--- config.mk ---
export PLATFORM = sky130hd
export DESIGN_NAME = cpu_run_ctrl
export DESIGN_NICKNAME = d
export VERILOG_FILES = /design/src/rtl/cpu_run_ctrl.sv
export SDC_FILE = /design/constraint.sdc
export NUM_CORES = 1
export LEC_CHECK = 0
export ABC_AREA = 1
export CAP_MARGIN = 20
export CORE_MARGIN = 1.5
export CORE_UTILIZATION = 48
export DETAILED_ROUTE_END_ITERATION = 10
export PLACE_DENSITY = 0.82
export RECOVER_POWER = 25
export REMOVE_ABC_BUFFERS = 1
export SETUP_SLACK_MARGIN = 0.15
export SLEW_MARGIN = 20
export SYNTH_ARGS = -nofsm -noshare
export SYNTH_HDL_FRONTEND = slang
export SYNTH_SLANG_ARGS = --single-unit
export TNS_END_PERCENT = 5
--- constraint.sdc ---
create_clock -name clk -period 2.5 [get_ports clk]
set_input_delay 0.375 -clock clk [delete_from_list [all_inputs] [get_ports clk]]
set_output_delay 0.375 -clock clk [all_outputs]
set_load 0.02 [all_outputs]
--- src/rtl/cpu_run_ctrl.sv ---
// Run controller for a CPU under test: holds the CPU in reset, runs it, and
// judges the result by watching data-memory writes to selected addresses.
// Ports:
//   clk, reset (sync active-high), start, halt          control inputs
//   mem_we, mem_addr, mem_wdata                         observed write bus
//   watch_addr, watch_exp                               channel i in slice i
//   cpu_reset, busy, done, pass, timeout, cycle_count   run status
//   watch_hit, watch_ok                                 per-channel flags
// Optional feature: define CPU_RUN_CYCLE_LIMIT_EN to end a run that
// reaches MAX_CYCLES-1 run cycles without halt (timeout=1).
module cpu_run_ctrl #(
  parameter int RESET_CYCLES = 4,
  parameter int MAX_CYCLES   = 20,
  parameter int ADDR_W       = 32,
  parameter int DATA_W       = 32,
  parameter int NUM_WATCH    = 2,
  parameter int CNT_W        = 16
) (
  input  logic                        clk,
  input  logic                        reset,
  input  logic                        start,
  input  logic                        halt,
  input  logic                        mem_we,
  input  logic [ADDR_W-1:0]           mem_addr,
  input  logic [DATA_W-1:0]           mem_wdata,
  input  logic [NUM_WATCH*ADDR_W-1:0] watch_addr,
  input  logic [NUM_WATCH*DATA_W-1:0] watch_exp,
  output logic                        cpu_reset,
  output logic                        busy,
  output logic                        done,
  output logic                        pass,
  output logic                        timeout,
  output logic [CNT_W-1:0]            cycle_count,
  output logic [NUM_WATCH-1:0]        watch_hit,
  output logic [NUM_WATCH-1:0]        watch_ok
);

  typedef enum logic [1:0] {
    S_IDLE, S_RST, S_RUN, S_DONE
  } state_e;

  localparam int RW =
    (RESET_CYCLES > 1) ? $clog2(RESET_CYCLES) : 1;
  localparam logic [RW-1:0] RST_LAST = RW'(RESET_CYCLES - 1);

  state_e              state_q, state_d;
  logic [RW-1:0]       rst_cnt_q, rst_cnt_d;
  logic [CNT_W-1:0]    cnt_q, cnt_d, cnt_inc;
  logic [DATA_W-1:0]   cap_q [NUM_WATCH];
  logic [DATA_W-1:0]   cap_d [NUM_WATCH];
  logic [NUM_WATCH-1:0] hit_q, hit_d;
  logic [NUM_WATCH-1:0] ok_q, ok_d;
  logic [NUM_WATCH-1:0] wr_match, fin_ok;
  logic done_q, done_d;
  logic pass_q, pass_d;
  logic to_q, to_d;
  logic cpu_reset_q, cpu_reset_d;
  logic busy_q, busy_d;
  logic limit_hit;

  assign cnt_inc = (&cnt_q) ? cnt_q : cnt_q + CNT_W'(1);

`ifdef CPU_RUN_CYCLE_LIMIT_EN
  localparam logic [CNT_W-1:0] LIMIT = CNT_W'(MAX_CYCLES - 1);
  assign limit_hit = (cnt_inc == LIMIT);
`else
  logic unused_max;
  assign unused_max = ^(32'(MAX_CYCLES));
  assign limit_hit  = 1'b0;
`endif

  // fin_ok folds in a write landing on the final RUN cycle so pass is
  // correct in the very first DONE cycle.
  always_comb begin
    for (int i = 0; i < NUM_WATCH; i++) begin
      wr_match[i] = (state_q == S_RUN) && mem_we &&
        (mem_addr == watch_addr[i*ADDR_W +: ADDR_W]);
      fin_ok[i] = wr_match[i]
        ? (mem_wdata == watch_exp[i*DATA_W +: DATA_W])
        : (hit_q[i] &&
           (cap_q[i] == watch_exp[i*DATA_W +: DATA_W]));
    end
  end

  always_comb begin
    state_d   = state_q;
    rst_cnt_d = rst_cnt_q;
    cnt_d     = cnt_q;
    cap_d     = cap_q;
    hit_d     = hit_q;
    done_d    = done_q;
    pass_d    = pass_q;
    to_d      = to_q;
    for (int i = 0; i < NUM_WATCH; i++) begin
      ok_d[i] = hit_q[i] &&
        (cap_q[i] == watch_exp[i*DATA_W +: DATA_W]);
    end
    unique case (state_q)
      S_IDLE: begin
        if (start) begin
          state_d   = S_RST;
          rst_cnt_d = '0;
          cnt_d     = '0;
        end
      end
      S_RST: begin
        if (rst_cnt_q == RST_LAST) state_d = S_RUN;
        else rst_cnt_d = rst_cnt_q + RW'(1);
      end
      S_RUN: begin
        cnt_d = cnt_inc;
        for (int i = 0; i < NUM_WATCH; i++) begin
          if (wr_match[i]) begin
            hit_d[i] = 1'b1;
            cap_d[i] = mem_wdata;
          end
        end
        if (halt || limit_hit) begin
          state_d = S_DONE;
          done_d  = 1'b1;
          to_d    = limit_hit && !halt;
          pass_d  = (&fin_ok) && !(limit_hit && !halt);
        end
      end
      S_DONE: begin
        if (start) begin
          state_d   = S_RST;
          rst_cnt_d = '0;
          cnt_d     = '0;
          hit_d     = '0;
          ok_d      = '0;
          done_d    = 1'b0;
          pass_d    = 1'b0;
          to_d      = 1'b0;
          for (int i = 0; i < NUM_WATCH; i++) cap_d[i] = '0;
        end
      end
    endcase
    cpu_reset_d = (state_d != S_RUN);
    busy_d      = (state_d == S_RST) || (state_d == S_RUN);
  end

  always_ff @(posedge clk) begin
    if (reset) begin
      state_q     <= S_IDLE;
      rst_cnt_q   <= '0;
      cnt_q       <= '0;
      hit_q       <= '0;
      ok_q        <= '0;
      done_q      <= 1'b0;
      pass_q      <= 1'b0;
      to_q        <= 1'b0;
      cpu_reset_q <= 1'b1;
      busy_q      <= 1'b0;
      for (int i = 0; i < NUM_WATCH; i++) cap_q[i] <= '0;
    end else begin
      state_q     <= state_d;
      rst_cnt_q   <= rst_cnt_d;
      cnt_q       <= cnt_d;
      hit_q       <= hit_d;
      ok_q        <= ok_d;
      done_q      <= done_d;
      pass_q      <= pass_d;
      to_q        <= to_d;
      cpu_reset_q <= cpu_reset_d;
      busy_q      <= busy_d;
      for (int i = 0; i < NUM_WATCH; i++) cap_q[i] <= cap_d[i];
    end
  end

  assign cpu_reset   = cpu_reset_q;
  assign busy        = busy_q;
  assign done        = done_q;
  assign pass        = pass_q;
  assign timeout     = to_q;
  assign cycle_count = cnt_q;
  assign watch_hit   = hit_q;
  assign watch_ok    = ok_q;

endmodule

==> flow_metrics.py <==
metrics = {
    "status": {
        "status": "complete, no violations",
    },
    "synth": {
        "synth-edff-count": 0,
        "synthArstFlopShare_pct": 0,
        "netlist_instances": 1219,
        "synthesis.area_mm2": 0.00707,
        "synth_warnings": 0,
        "ys_seq_area_share_pct": 26.0,
        "synth.distinct_cells": 40,
        "synth_seq_cells": 92,
        "syn_avg_cell_area_um2": 5.80,
        "synth_top_flop_cell": "dfxtp_1",
    },
    "sta": {
        "whs_ns": 0.443,
        "clock.fmax_mhz": 463,
        "skew_ns": 0.00962,
        "period_minus_slack_ns": 2.16,
        "finalHoldViolCount": 0,
        "setup_viol": 0,
        "final.period_utilization_pct": 86.5,
        "max_slew_margin_pct": 66.2,
        "drv_slew": 0,
        "timing.final.ws_setup_ns": 0.338,
        "rsz0062_at_grt": "yes",
        "worstMarginPinSlew_ns": 0.504,
    },
    "layout": {
        "layout_commonest_cell": "nand2_1",
        "layout.nets": 1653,
        "fin_util_pct": 68.1,
        "antenna_cells": 0,
        "final_cell_mix": "nand2_1 (476), clkdlybuf4s50_1 (198), inv_1 (190)",
        "area_growth_pct": 39.5,
        "fin_area_mm2": 0.00986,
        "drive_above_1_share_pct": 5.30,
    },
    "setup_path": {
        "required_ns": 2.79,
        "cp_max_fo": 16,
        "crit_path_end_kind": "flop",
        "crit_type": "input port to flop",
        "cp_data_arrival_time_ns": 2.45,
        "ff2ff_path_depth": 14,
        "cp-start-kind": "input port",
    },
    "clock_tree": {
        "clock_path_buffers": 2,
        "insertion_delay_ns": 0.36,
        "clk_pin_slew_ns": 0.06,
        "numCtsBuffers": 9,
        "clock_sinks": 92,
        "postCtsHoldBufs": 0,
        "cts_tree": "done",
        "root_buffer": "clkbuf_16",
        "htree_levels": 3,
    },
    "grt": {
        "gr-total-overflow": 0,
        "grt_usage_pct": 29.1,
        "antenna_found_initial": 0,
        "grt_max_degree": 74,
        "grt_pass1_vias": 7591,
        "grt_pass1_wl_um": 36500,
    },
    "placed_design": {
        "detailed_place_hpwl_um": 18100,
        "place_area_mm2": 0.00954,
        "portBuffers": 220,
        "gp_congestion": 0.946,
        "place_ws_ns": -0.0466,
    },
    "drt": {
        "avgRoutedWirePerCell_um": 13.8,
        "ant_nets": 0,
        "detail_route.wirelength_um": 22500,
        "route.detailed.drc": 0,
        "viasPerCell": 4.98,
        "num_vias": 8158,
        "drt_iter0_drc": 675,
        "first_pass_iters": 5,
    },
    "die": {
        "io_pins": 222,
        "chipWidth_um": 124,
        "dieArea_mm2": 0.0155,
        "rows": 44,
        "initial_utilization_pct": 48.8,
        "core_area_mm2": 0.0145,
        "die_h_um": 124,
    },
    "power": {
        "vdd.ir_drop.worst_mv": 0.381,
        "power-per-cell-area_mw_per_mm2": 453,
        "p_leak_nw": 4.32,
    },
    "job": {
        "drv_cap": 0,
    },
    "hold_path": {
        "hold_depth": 3,
        "holdCritPathClass": "input port to flop",
    },
}
## metal layers
layer,track usage [%],part of all wire (%),wire [um]
met5,0,0,0
met1,38.0,44,9890
met2,48.7,46,10400
met3,4.38,7.0,1570
met4,10.5,3.1,702
## final timing paths
check	slack (ns)	from	endpoint
setup / recovery	0.34	watch_addr[7]	cap_q[52]$_SDFFE_PP0P_
hold / removal	0.44	reset	cpu_reset$_SDFF_PP1_
setup reg to reg	0.39	state_q[0]$_SDFF_PP0_	watch_hit[1]$_SDFFE_PP0P_
hold reg to reg	0.46	cap_q[58]$_SDFFE_PP0P_	cap_q[58]$_SDFFE_PP0P_
## registers in the layout (all words and copies together), names as in the netlist
signal	count
cap_q	64
state_q	2
watch_hit	2
rst_cnt_q	2
watch_ok	2
pass	1
cpu_reset	1
done	1
busy	1
cycle_count	16
## metrics by stage
| stage | power [mW] | std cells | TNS (ns) |
|---|---|---|---|
| 6_report | 4.47 | 1638 | 0 |
| 4_1_cts | 4.47 | 1637 | 0 |
| 3_3_place_gp | 3.01 | 1621 | 0 |
| 5_1_grt | 4.69 | 1638 | 0 |
| 2_1_floorplan | 2.32 | 1199 | 0 |
| 3_5_place_dp | 3.04 | 1621 | -0.583 |
## kinds of logic after synthesis
logic type	share of synthesized area, %
xor+xnor	10.2
fa+ha+maj	1.24
compound gates	10.2
other cells	0.0530
simple gates	40.0
flops	26.0
buf+inv	12.3
## worst max-delay path: stages
cell and delay [ns]:
clkdlybuf4s50_1 0.46, inv_1 0.05, o21ai_0 0.31, nor2_1 0.09, nand2_1 0.07, nor2_1 0.04, nand3_1 0.12, nor2_2 0.08
o21ai_4 0.44, buf_4 0.23, nand2_1 0.05, a21oi_1 0.12
## synthesized netlist by cell type (4+ instances only)
cell	number	area (um2)
nand4_1	16	100
o21ai_0	33	165
ha_1	7	87.6
dfxtp_1	92	1840
inv_1	190	713
xor2_1	17	149
inv_2	4	15.0
xnor2_1	65	569
or2_2	16	100
nand2_1	476	1790
nor2_1	113	424
buf_6	7	78.8
nand3_1	37	185
nor3_1	16	80.1
a21oi_2	8	70.1
clkbuf_1	8	30.0
a21oi_1	74	370
## where the power goes
part / total [mW] / internal (mW) / switching (mW) / leakage (nW)
registers: 1.55 / 1.51 / 0.0361 / 0.742
clock network: 1.45 / 0.831 / 0.615 / 0.148
logic: 1.47 / 0.671 / 0.801 / 3.43
## what timing repair did
| action | in CTS | in global routing |
|---|---|---|
| hold endpoints to repair | 0 | 0 |
| resized for setup | 0 | 2 |
| setup endpoints to repair | 0 | 34 |
| buffers inserted | 0 | 1 |
## final cells by class
cell class / instances / area [um2]
repair buffers: 239 / 2390
multi-input cells: 913 / 4360
inverters: 194 / 728
well taps: 184 / 230
fillers: 1327 / 4610
clock buffers: 11 / 253
flip-flops and latches: 92 / 1840
clock inverters: 5 / 58.8
(Power assumes the default switching activity.)
